File: src/rtl/amm_nto1_arb_pkg.sv
// Shared helpers for the N-to-1 Avalon-MM arbiter.
package amm_nto1_arb_pkg;

    // Width of an index able to name any of n ports (at least 1 bit).
    function automatic int amm_idxw(input int n);
        int w;
        w = 1;
        while ((1 << w) < n) w++;
        return w;
    endfunction

    // Pointer advance with wrap at an arbitrary depth.
    function automatic int amm_wrap_inc(input int v, input int depth);
        return (v == depth - 1) ? 0 : v + 1;
    endfunction

endpackage

File: src/rtl/amm_nto1_arb_rr_arbiter.sv
// One-hot grant generator: round-robin or fixed priority (port 0 highest).
// The pointer remembers the last granted port and only moves on a grant.
module amm_rr_arbiter
    import amm_nto1_arb_pkg::*;
#(
    parameter int P_N  = 4,
    parameter int P_RR = 1,
    localparam int IW  = amm_idxw(P_N)
) (
    input  logic          clk,
    input  logic          reset_n,
    input  logic          en,
    input  logic [P_N-1:0] elig,
    output logic [P_N-1:0] gnt,
    output logic [IW-1:0] gnt_idx,
    output logic          gnt_vld
);

    logic [IW-1:0] ptr;

    // Pick the winner: RR searches upward from ptr+1 with wrap, FP takes the lowest index.
    always_comb begin
        int j;
        j       = 0;
        gnt     = '0;
        gnt_idx = '0;
        gnt_vld = 1'b0;
        if (en) begin
            if (P_RR != 0) begin
                for (int k = 1; k <= P_N; k++) begin
                    j = (int'(ptr) + k) % P_N;
                    if (!gnt_vld && elig[IW'(j)]) begin
                        gnt_vld = 1'b1;
                        gnt_idx = IW'(j);
                    end
                end
            end else begin
                for (int i = P_N - 1; i >= 0; i--) begin
                    if (elig[i]) begin
                        gnt_vld = 1'b1;
                        gnt_idx = IW'(i);
                    end
                end
            end
            if (gnt_vld) gnt[gnt_idx] = 1'b1;
        end
    end

    // Remember the last winner; reset so that port 0 is searched first.
    always_ff @(posedge clk or negedge reset_n) begin
        if (!reset_n)     ptr <= IW'(P_N - 1);
        else if (gnt_vld) ptr <= gnt_idx;
    end

endmodule

File: src/rtl/amm_nto1_arb.sv
// N-to-1 Avalon-MM arbiter with registered master command and an index FIFO
// that routes pipelined read responses back to the issuing port in order.
module amm_nto1_arb
    import amm_nto1_arb_pkg::*;
#(
    parameter int P_NPORTS    = 4,
    parameter int P_AW        = 32,
    parameter int P_DW        = 32,
    parameter int P_LOG2OUTST = 2,
    parameter int P_RR        = 1
) (
    input  logic                       clk,
    input  logic                       reset_n,
    input  logic [P_NPORTS*P_AW-1:0]   s_address,
    input  logic [P_NPORTS*P_DW/8-1:0] s_byteenable,
    input  logic [P_NPORTS*P_DW-1:0]   s_writedata,
    input  logic [P_NPORTS-1:0]        s_read,
    input  logic [P_NPORTS-1:0]        s_write,
    output logic [P_NPORTS-1:0]        s_waitrequest,
    output logic [P_NPORTS*P_DW-1:0]   s_readdata,
    output logic [P_NPORTS-1:0]        s_readdatavalid,
    output logic [P_AW-1:0]            m_address,
    output logic [P_DW/8-1:0]          m_byteenable,
    output logic [P_DW-1:0]            m_writedata,
    output logic                       m_read,
    output logic                       m_write,
    input  logic                       m_waitrequest,
    input  logic [P_DW-1:0]            m_readdata,
    input  logic                       m_readdatavalid,
    output logic                       rsp_err
);

    localparam int BW    = P_DW / 8;
    localparam int IW    = amm_idxw(P_NPORTS);
    localparam int DEPTH = 1 << P_LOG2OUTST;
    localparam int PW    = (P_LOG2OUTST > 0) ? P_LOG2OUTST : 1;
    localparam int CW    = P_LOG2OUTST + 1;

    logic                ready;
    logic                slot_free;
    logic [P_NPORTS-1:0] elig;
    logic [P_NPORTS-1:0] gnt;
    logic [IW-1:0]       gnt_idx;
    logic                gnt_vld;

    logic [IW-1:0]       fifo_mem [DEPTH];
    logic [PW-1:0]       wr_ptr, rd_ptr;
    logic [CW-1:0]       count;
    logic                fifo_full, push, pop;

    // Held low through reset so no port sees a grant until the first edge after release.
    always_ff @(posedge clk or negedge reset_n) begin
        if (!reset_n) ready <= 1'b0;
        else          ready <= 1'b1;
    end

    // Reads need a free tracking slot on the registered count; writes never wait on the FIFO.
    assign fifo_full = (count == CW'(DEPTH));
    assign elig      = s_write | (s_read & {P_NPORTS{~fifo_full}});
    assign slot_free = ready & (~(m_read | m_write) | ~m_waitrequest);

    amm_rr_arbiter #(.P_N(P_NPORTS), .P_RR(P_RR)) u_arb (
        .clk     (clk),
        .reset_n (reset_n),
        .en      (slot_free),
        .elig    (elig),
        .gnt     (gnt),
        .gnt_idx (gnt_idx),
        .gnt_vld (gnt_vld)
    );

    assign s_waitrequest = ~gnt;
    assign s_readdata    = {P_NPORTS{m_readdata}};

    // Load the granted command; idle the strobes when the slot frees without a winner.
    always_ff @(posedge clk or negedge reset_n) begin
        if (!reset_n) begin
            m_read       <= 1'b0;
            m_write      <= 1'b0;
            m_address    <= '0;
            m_byteenable <= '0;
            m_writedata  <= '0;
        end else if (slot_free) begin
            if (gnt_vld) begin
                m_address    <= s_address[gnt_idx*P_AW +: P_AW];
                m_byteenable <= s_byteenable[gnt_idx*BW +: BW];
                m_writedata  <= s_writedata[gnt_idx*P_DW +: P_DW];
                m_write      <= s_write[gnt_idx];
                m_read       <= ~s_write[gnt_idx];
            end else begin
                m_read  <= 1'b0;
                m_write <= 1'b0;
            end
        end
    end

    // A read grant records its port; a response pops only if something is outstanding.
    assign push = gnt_vld & ~s_write[gnt_idx];
    assign pop  = m_readdatavalid & (count != '0);

    // Index FIFO storage and pointers.
    always_ff @(posedge clk or negedge reset_n) begin
        if (!reset_n) begin
            wr_ptr <= '0;
            rd_ptr <= '0;
            count  <= '0;
        end else begin
            if (push) begin
                fifo_mem[wr_ptr] <= gnt_idx;
                wr_ptr           <= PW'(amm_wrap_inc(int'(wr_ptr), DEPTH));
            end
            if (pop) rd_ptr <= PW'(amm_wrap_inc(int'(rd_ptr), DEPTH));
            if (push && !pop)      count <= count + CW'(1);
            else if (!push && pop) count <= count - CW'(1);
        end
    end

    // Route the response strobe to the port at the FIFO head.
    always_comb begin
        s_readdatavalid = '0;
        if (pop) s_readdatavalid[fifo_mem[rd_ptr]] = 1'b1;
    end

    // Sticky flag for a response nobody asked for.
    always_ff @(posedge clk or negedge reset_n) begin
        if (!reset_n)                           rsp_err <= 1'b0;
        else if (m_readdatavalid && count == '0) rsp_err <= 1'b1;
    end

endmodule

File: config.mk
export PLATFORM = sky130hd
export DESIGN_NAME = amm_nto1_arb
export DESIGN_NICKNAME = d
export VERILOG_FILES = /design/src/rtl/amm_nto1_arb_pkg.sv /design/src/rtl/amm_nto1_arb_rr_arbiter.sv /design/src/rtl/amm_nto1_arb.sv
export SDC_FILE = /design/constraint.sdc
export NUM_CORES = 1
export LEC_CHECK = 0
export ABC_AREA = 1
export BUFFER_PORTS_ARGS = -buffer_cell sky130_fd_sc_hd__buf_4
export CAP_MARGIN = 20
export CORE_AREA = 2 2 201 203
export DETAILED_ROUTE_END_ITERATION = 10
export DIE_AREA = 0 0 203 205
export PLACE_DENSITY = 0.48
export SYNTH_ARGS = -nofsm -noshare
export SYNTH_HDL_FRONTEND = slang
export SYNTH_HIERARCHICAL = 1
export SYNTH_SLANG_ARGS = --single-unit
File: constraint.sdc
create_clock -name clk -period 7.4 [get_ports clk]
set_clock_uncertainty 0.15 [all_clocks]
set_input_delay 0.37 -clock clk [delete_from_list [all_inputs] [get_ports clk]]
set_output_delay 0.37 -clock clk [all_outputs]
set_load 0.01 [all_outputs]
# Word level (Yosys, flattened, before mapping)
# Memories as Yosys holds them, arrays and structs flattened.
# Index checks and enable logic that the tools add are counted.
[totals]
register_bits = 81
ram_bits = 8
inputBits = 316
output_inout_bits = 207
elab_cells = 109
memories = 1
[op_classes]
add_sub_neg = 8
magnitude_cmp = 9
n_eq_ne = 3
n_shift = 3
muxes = 44
bitwise = 12
n_reduce_logical = 18
[mem_list]
columns = ["name", "words", "width", "rd", "rd_ports_with_merged_regs", "wr", "line", "rtl"]
rows = [
  ["fifo_mem", 4, 2, 1, 0, 1, "amm_nto1_arb.sv:46", "logic [IW-1:0] fifo_mem [DEPTH];"],
]
[op_table]
columns = ["operator", "n"]
rows = [
  ["$shiftx 128x8->32", 2],
  ["$mux 1", 24],
  ["$lt 2x4->1 const B", 4],
  ["$mux 2", 8],
  ["$shiftx 16x5->4", 1],
  ["$mux 4", 3],
  ["$bmux 1 s2", 5],
  ["$logic_and 1x1->1", 9],
  ["$lt 2x3->1 const B", 3],
  ["$add 2x1->2 const B", 4],
  ["$mux 3", 2],
  ["$logic_not 1->1", 5],
  ["$add 2x2->2 const B", 2],
  ["$and 4x4->4", 1],
  ["$demux 1 s2", 2],
  ["$eq 2x1->1 const B", 2],
  ["$ge 2x1->1 const B", 2],
  ["$not 1->1", 4],
  ["$not 4->4", 1],
  ["$or 4x4->4", 1],
  ["$add 3x1->3 const B", 1],
  ["$and 1x1->1", 3],
  ["$eq 3x3->1 const B", 1],
  ["$logic_not 3->1", 1],
  ["other kinds (5)", 6],
]

# Longest topological paths before layout
[logic_depth]
depth_word = 30
depth_mapped = 28
ltp_nobuf = 26

# Modules after synthesis
# The synthesis kept the hierarchy.
[by_module_without_submodules]
columns = ["mod", "instances", "cells_per_inst", "area_per_inst_um2", "seq_area_each_um2"]
rows = [
  ["amm_nto1_arb", 1, 1059, 6810.3, 2217.1],
  ["amm_rr_arbiter", 1, 84, 429.2, 52.6],
]

# Worst setup path before layout
# OpenSTA, ideal clock, no wires.
[synth_path]
path_kind = "flip-flop to flip-flop"
startpoint = "register count[0]"
endpoint = "register count[2]"
setup_time_ps = 123
t_arrival_ps = 3249
required_ps = 7127
setup_slack_ps = 3877
path_stages_with_launch = 26
path_buffers = 2
period_less_slack_ps = 3523
cell_sequence = "dfrtp_1 -> nor3_1 -> o21bai_1 -> nand2_1 -> nand2_1 -> nand2_2 -> nand2_4 -> nor2_2 -> nand4_1 -> nand3_2 -> nand2_2 -> inv_1 -> buf_6 -> inv_4 -> buf_6 -> nand2_1 -> nand3_2 -> nand2_4 -> nand2_1 -> inv_1 -> ha_1 -> inv_1 -> fa_1 -> nand2_1 -> nand3_1 -> xor2_1"
[synth_between]
elab_chain_len = 29
elab_cells_between_ends = 52
classes_between = "add/sub: 2; eq/ne: 1; mux: 31; bitwise: 6; reduce/logical: 12"
[synth_rtl]
columns = ["element", "line", "rtl"]
rows = [
  ["from (decl)", "amm_nto1_arb.sv:48", "logic [CW-1:0] count;"],
  ["from (signal assigned)", "amm_nto1_arb.sv:113", "if (push && !pop) count <= count + CW'(1);"],
  ["from (signal assigned)", "amm_nto1_arb.sv:114", "else if (!push && pop) count <= count - CW'(1);"],
  ["$eq 3x3->1 (*)", "amm_nto1_arb.sv:58", "assign fifo_full = (count == CW'(DEPTH));"],
  ["$not 1->1 (*)", "amm_nto1_arb.sv:59", "assign elig = s_write | (s_read & {P_NPORTS{~fifo_full}});"],
  ["$and 4x4->4 (*)", "amm_nto1_arb.sv:59", ""],
  ["$or 4x4->4 (*)", "amm_nto1_arb.sv:59", ""],
  ["via elig[0]", "amm_nto1_arb.sv:41", "logic [P_NPORTS-1:0] elig;"],
  ["$bmux 1 s2", "amm_nto1_arb_rr_arbiter.sv:32", "if (!gnt_vld && elig[IW'(j)]) begin"],
  ["$mux 1 (implied by the code) (2 in a row)", "amm_nto1_arb_rr_arbiter.sv:32", ""],
  ["$mux 1", "amm_nto1_arb_rr_arbiter.sv:32", ""],
  ["[14 not listed]", "n/a", ""],
  ["via gnt_idx[0]", "amm_nto1_arb.sv:43", "logic [IW-1:0] gnt_idx;"],
  ["$bmux 1 s2 (*)", "amm_nto1_arb.sv:98", "assign push = gnt_vld & ~s_write[gnt_idx];"],
  ["$mux 1 (implied by the code) (*)", "amm_nto1_arb.sv:98", ""],
  ["$not 1->1 (*)", "amm_nto1_arb.sv:98", ""],
  ["$and 1x1->1 (*)", "amm_nto1_arb.sv:98", ""],
  ["via push", "amm_nto1_arb.sv:49", "logic fifo_full, push, pop;"],
  ["$logic_not 1->1", "amm_nto1_arb.sv:114", ""],
  ["$logic_and 1x1->1", "amm_nto1_arb.sv:114", ""],
  ["$reduce_bool 2->1 (no line)", "n/a", ""],
]
# The timed path passes the listed nets; every way through them passes the cells marked *. The select of a mux whose other input is x is not followed.
# A chain may end at the register's enable or synchronous reset.

# Final worst setup path
# Same ends and word-level chain as after synthesis.

==> metrics.txt <==
WL met2=14700 um; Seq pwr share=0.216; row count=73; gpl congestion=0.806; input/output buffers=362; flops & latches, synth=89; Longest Clk Path Bufs=2; total CTS buffers=9; final worst path period share=0.634; Least-Margin Pin Slew=0.907 ns; clock tree root driver cell=clkbuf_16; Pins Over Slew Limit=0; fmax=213 MHz; Post-Synth Simple-Gate Area=0.361; Iter 0 DRT Violations=394; Sw Share=0.528; routed wire length=29700 um; Nets=1659; share of layout cells above drive strength 1=0.309; Die H=205 um; largest net degree at the start of global routing=82; RSZ-0062 raised after global routing=no; Post-Syn Instances=1143; startpoint class of the critical path=flop; post-CTS setup buffers=0; crit path capture type=flop; WL/cell=15.9 um; TritonCTS clock tree=done; P_int=1910 uW; leak pwr=0.00515 uW; Reg-to-Reg Start=count[0]; hold path depth=2; Ys Warns=6; post_cts resized=0; top routing layer in use=met5; vias in the first global route=7812; Seq/Total Area, Yosys=0.314; # clock sinks=89; CP Data Required Time=7.55 ns; fin crit period=4.69 ns; final hold vios=0; Clk Latency, worst-skew pair=0.37 ns; worst hold path class=input pin to flop; Reg clk slew, reported paths=0.07 ns; worst ir drop on vdd=192 uV; Vias/cell=4.09; DRC Markers=0; Pre-antenna DRT Iters=4; CTS H-Tree Depth=3; hold buffer count at CTS=1; pwr/cell area=419 nW/um^2; Core ar.=39400 um^2; first-pass GRT wire length=44400 um; initial core utilization=0.184; Synth Area in Compound Gates=0.105; hold_ws=0.107 ns; P_sw=2130 uW; Die W=203 um; M1 WL=11400 um; Setup TNS=0 ns; R2R depth=24; commonest non-fill, non-tap cell in the layout=nand2_1; initial antenna violation count=5; XOR/XNOR Fraction of Synth Area=0.00242; DPL Wire Length=22000 um; via count=7628; crit path launch=count[0]; Crit Path Category=flop to flop; post-synth cell types=32; mean post-synth cell area=6.33 um^2; Slew headroom=0.395; Die Area=41600 um^2; Post-Syn Nets=1466; WL met3=2730 um; area grow syn2layout=33.2%; gr ovfl total=0; # IOs=523; worst path arrival time=4.84 ns; Netlist Area Pre-Place=7240 um^2; Hold Startpoint=m_readdatavalid; Final ANT Viol Nets=0; worst-path fanout max=73; adder-cell share of the synthesized area=0.0131; Clock power frac=0.112; run status=finished, final reports clean; most frequent cells in the layout=nand2_1, buf_4, nor2_1; final setup violation count=0; combinational share of power=0.672; largest family of logic cells by synthesized area=simple AND/OR/NAND/NOR gates; Total GRT Usage=0.142; Max Cap Viol=0; post-synthesis mux area share=0
[power groups by stage]
stage | logic (uW) | registers (uW) | clock network [uW]
after floorplan | 1840 | 931 | 0
after global placement | 2750 | 873 | 0
after detailed placement | 2770 | 879 | 0
after CTS | 2770 | 876 | 476
after global routing | 3100 | 904 | 500
final | 2710 | 873 | 452
[worst paths after layout]
check | to | slack [ns]
max in group asynchronous | m_address[6] | 5.55
setup reg to reg | count[2] | 2.71
setup / recovery | count[2] | 2.71
min in group asynchronous | m_writedata[10] | 0.30
hold reg to reg | rsp_err | 0.33
hold / removal | rsp_err | 0.11
[logic make-up (layout without fill, tap and decap cells)]
group / after synthesis / in the layout
other: 1 / 2
DFF: 89 / 89
adders and majority gates: 7 / 7
and+or+nand+nor: 666 / 666
AOI/OAI and AO/OA: 148 / 148
xor gates and xnor gates: 2 / 2
buffers and inverters: 230 / 428
[area by class of cell]
type | count | area (um^2)
fillers | 4473 | 29700
inverters | 42 | 163
flip-flops and latches | 89 | 2270
multi-input cells | 824 | 3500
diodes | 1 | 2.50
well taps | 525 | 657
clock buffers | 11 | 233
repair buffers | 370 | 2780
clock inverters | 5 | 38.8
[through the flow]
stage / instance area (um^2) / utilization / setup slack (ns) / instances / total power (uW)
after floorplan: 7240 / - / 3.88 / 1143 / 2780
after CTS: 9640 / 0.245 / 2.65 / 1866 / 4120
after detailed placement: 9360 / 0.238 / 2.66 / 1849 / 3650
after global placement: 9360 / 0.238 / 2.74 / 1849 / 3630
final: 9640 / 0.245 / 2.71 / 1867 / 4040
after global routing: 9640 / 0.245 / 2.14 / 1866 / 4510
[metal layers]
| metal | vias up | GRT usage |
|---|---|---|
| met3 | 62 | 0.0523 |
| met5 | - | 0 |
| met2 | 357 | 0.252 |
| met4 | 6 | 0.0587 |
| met1 | 3406 | 0.151 |
| li1 | 3797 | - |
[cell usage after synthesis]
master    number  share of area
nand2_1      545           0.28
xnor2_1        1         0.0012
nand3_1       16          0.011
dfstp_2        2         0.0073
fa_1           1         0.0028
nor2_2         5         0.0043
nor3_1         1        0.00069
nor2_1        82          0.043
conb_1         1        0.00052
buf_6         12          0.019
ha_1           6          0.010
o21ai_1       74          0.051
buf_2         23          0.016
nand4_1        2         0.0017
buf_1          5         0.0026
inv_4          1        0.00086
xor2_1         1         0.0012
inv_2          8         0.0041
a21boi_0       1         0.0010
o21ai_0       68          0.047
nand3_4        1         0.0024
dfrtp_1       79           0.27
buf_4        132           0.14
nand2_2        7         0.0060
nand2_4        2         0.0031
a31o_1         1         0.0012
inv_1         33          0.017
nand3_2        4         0.0055
edfxtp_1       8          0.033
o21bai_1       4         0.0041
nor3_2         1         0.0014
clkbuf_1      16         0.0083
[state kept, by name (all words and copies together), names as in the netlist]
name	flops
count	3
fifo_mem	8
m_address	32
m_byteenable	4
m_read	1
m_write	1
m_writedata	32
rd_ptr	2
ready	1
rsp_err	1
u_arb/ptr	2
wr_ptr	2
[critical path, cell delays in order, from the launching register on]
cell and delay [ns]:
dfrtp_1 0.44, nor3_1 0.51, o21bai_1 0.19, nand2_1 0.10, nand2_1 0.09, nand2_2 0.11
nand2_4 0.08, nor2_2 0.12, nand4_1 0.13, nand3_2 0.12, nand2_2 0.08, inv_4 0.49
inv_4 0.44, nand2_1 0.17, nand3_2 0.09, nand2_4 0.12, nand2_1 0.10, inv_1 0.07
ha_1 0.15, inv_1 0.06, fa_1 0.38, inv_1 0.07, nand2_1 0.05, nand3_1 0.09
xor2_1 0.14
No activity file was read; power rests on OpenSTA's default activity.
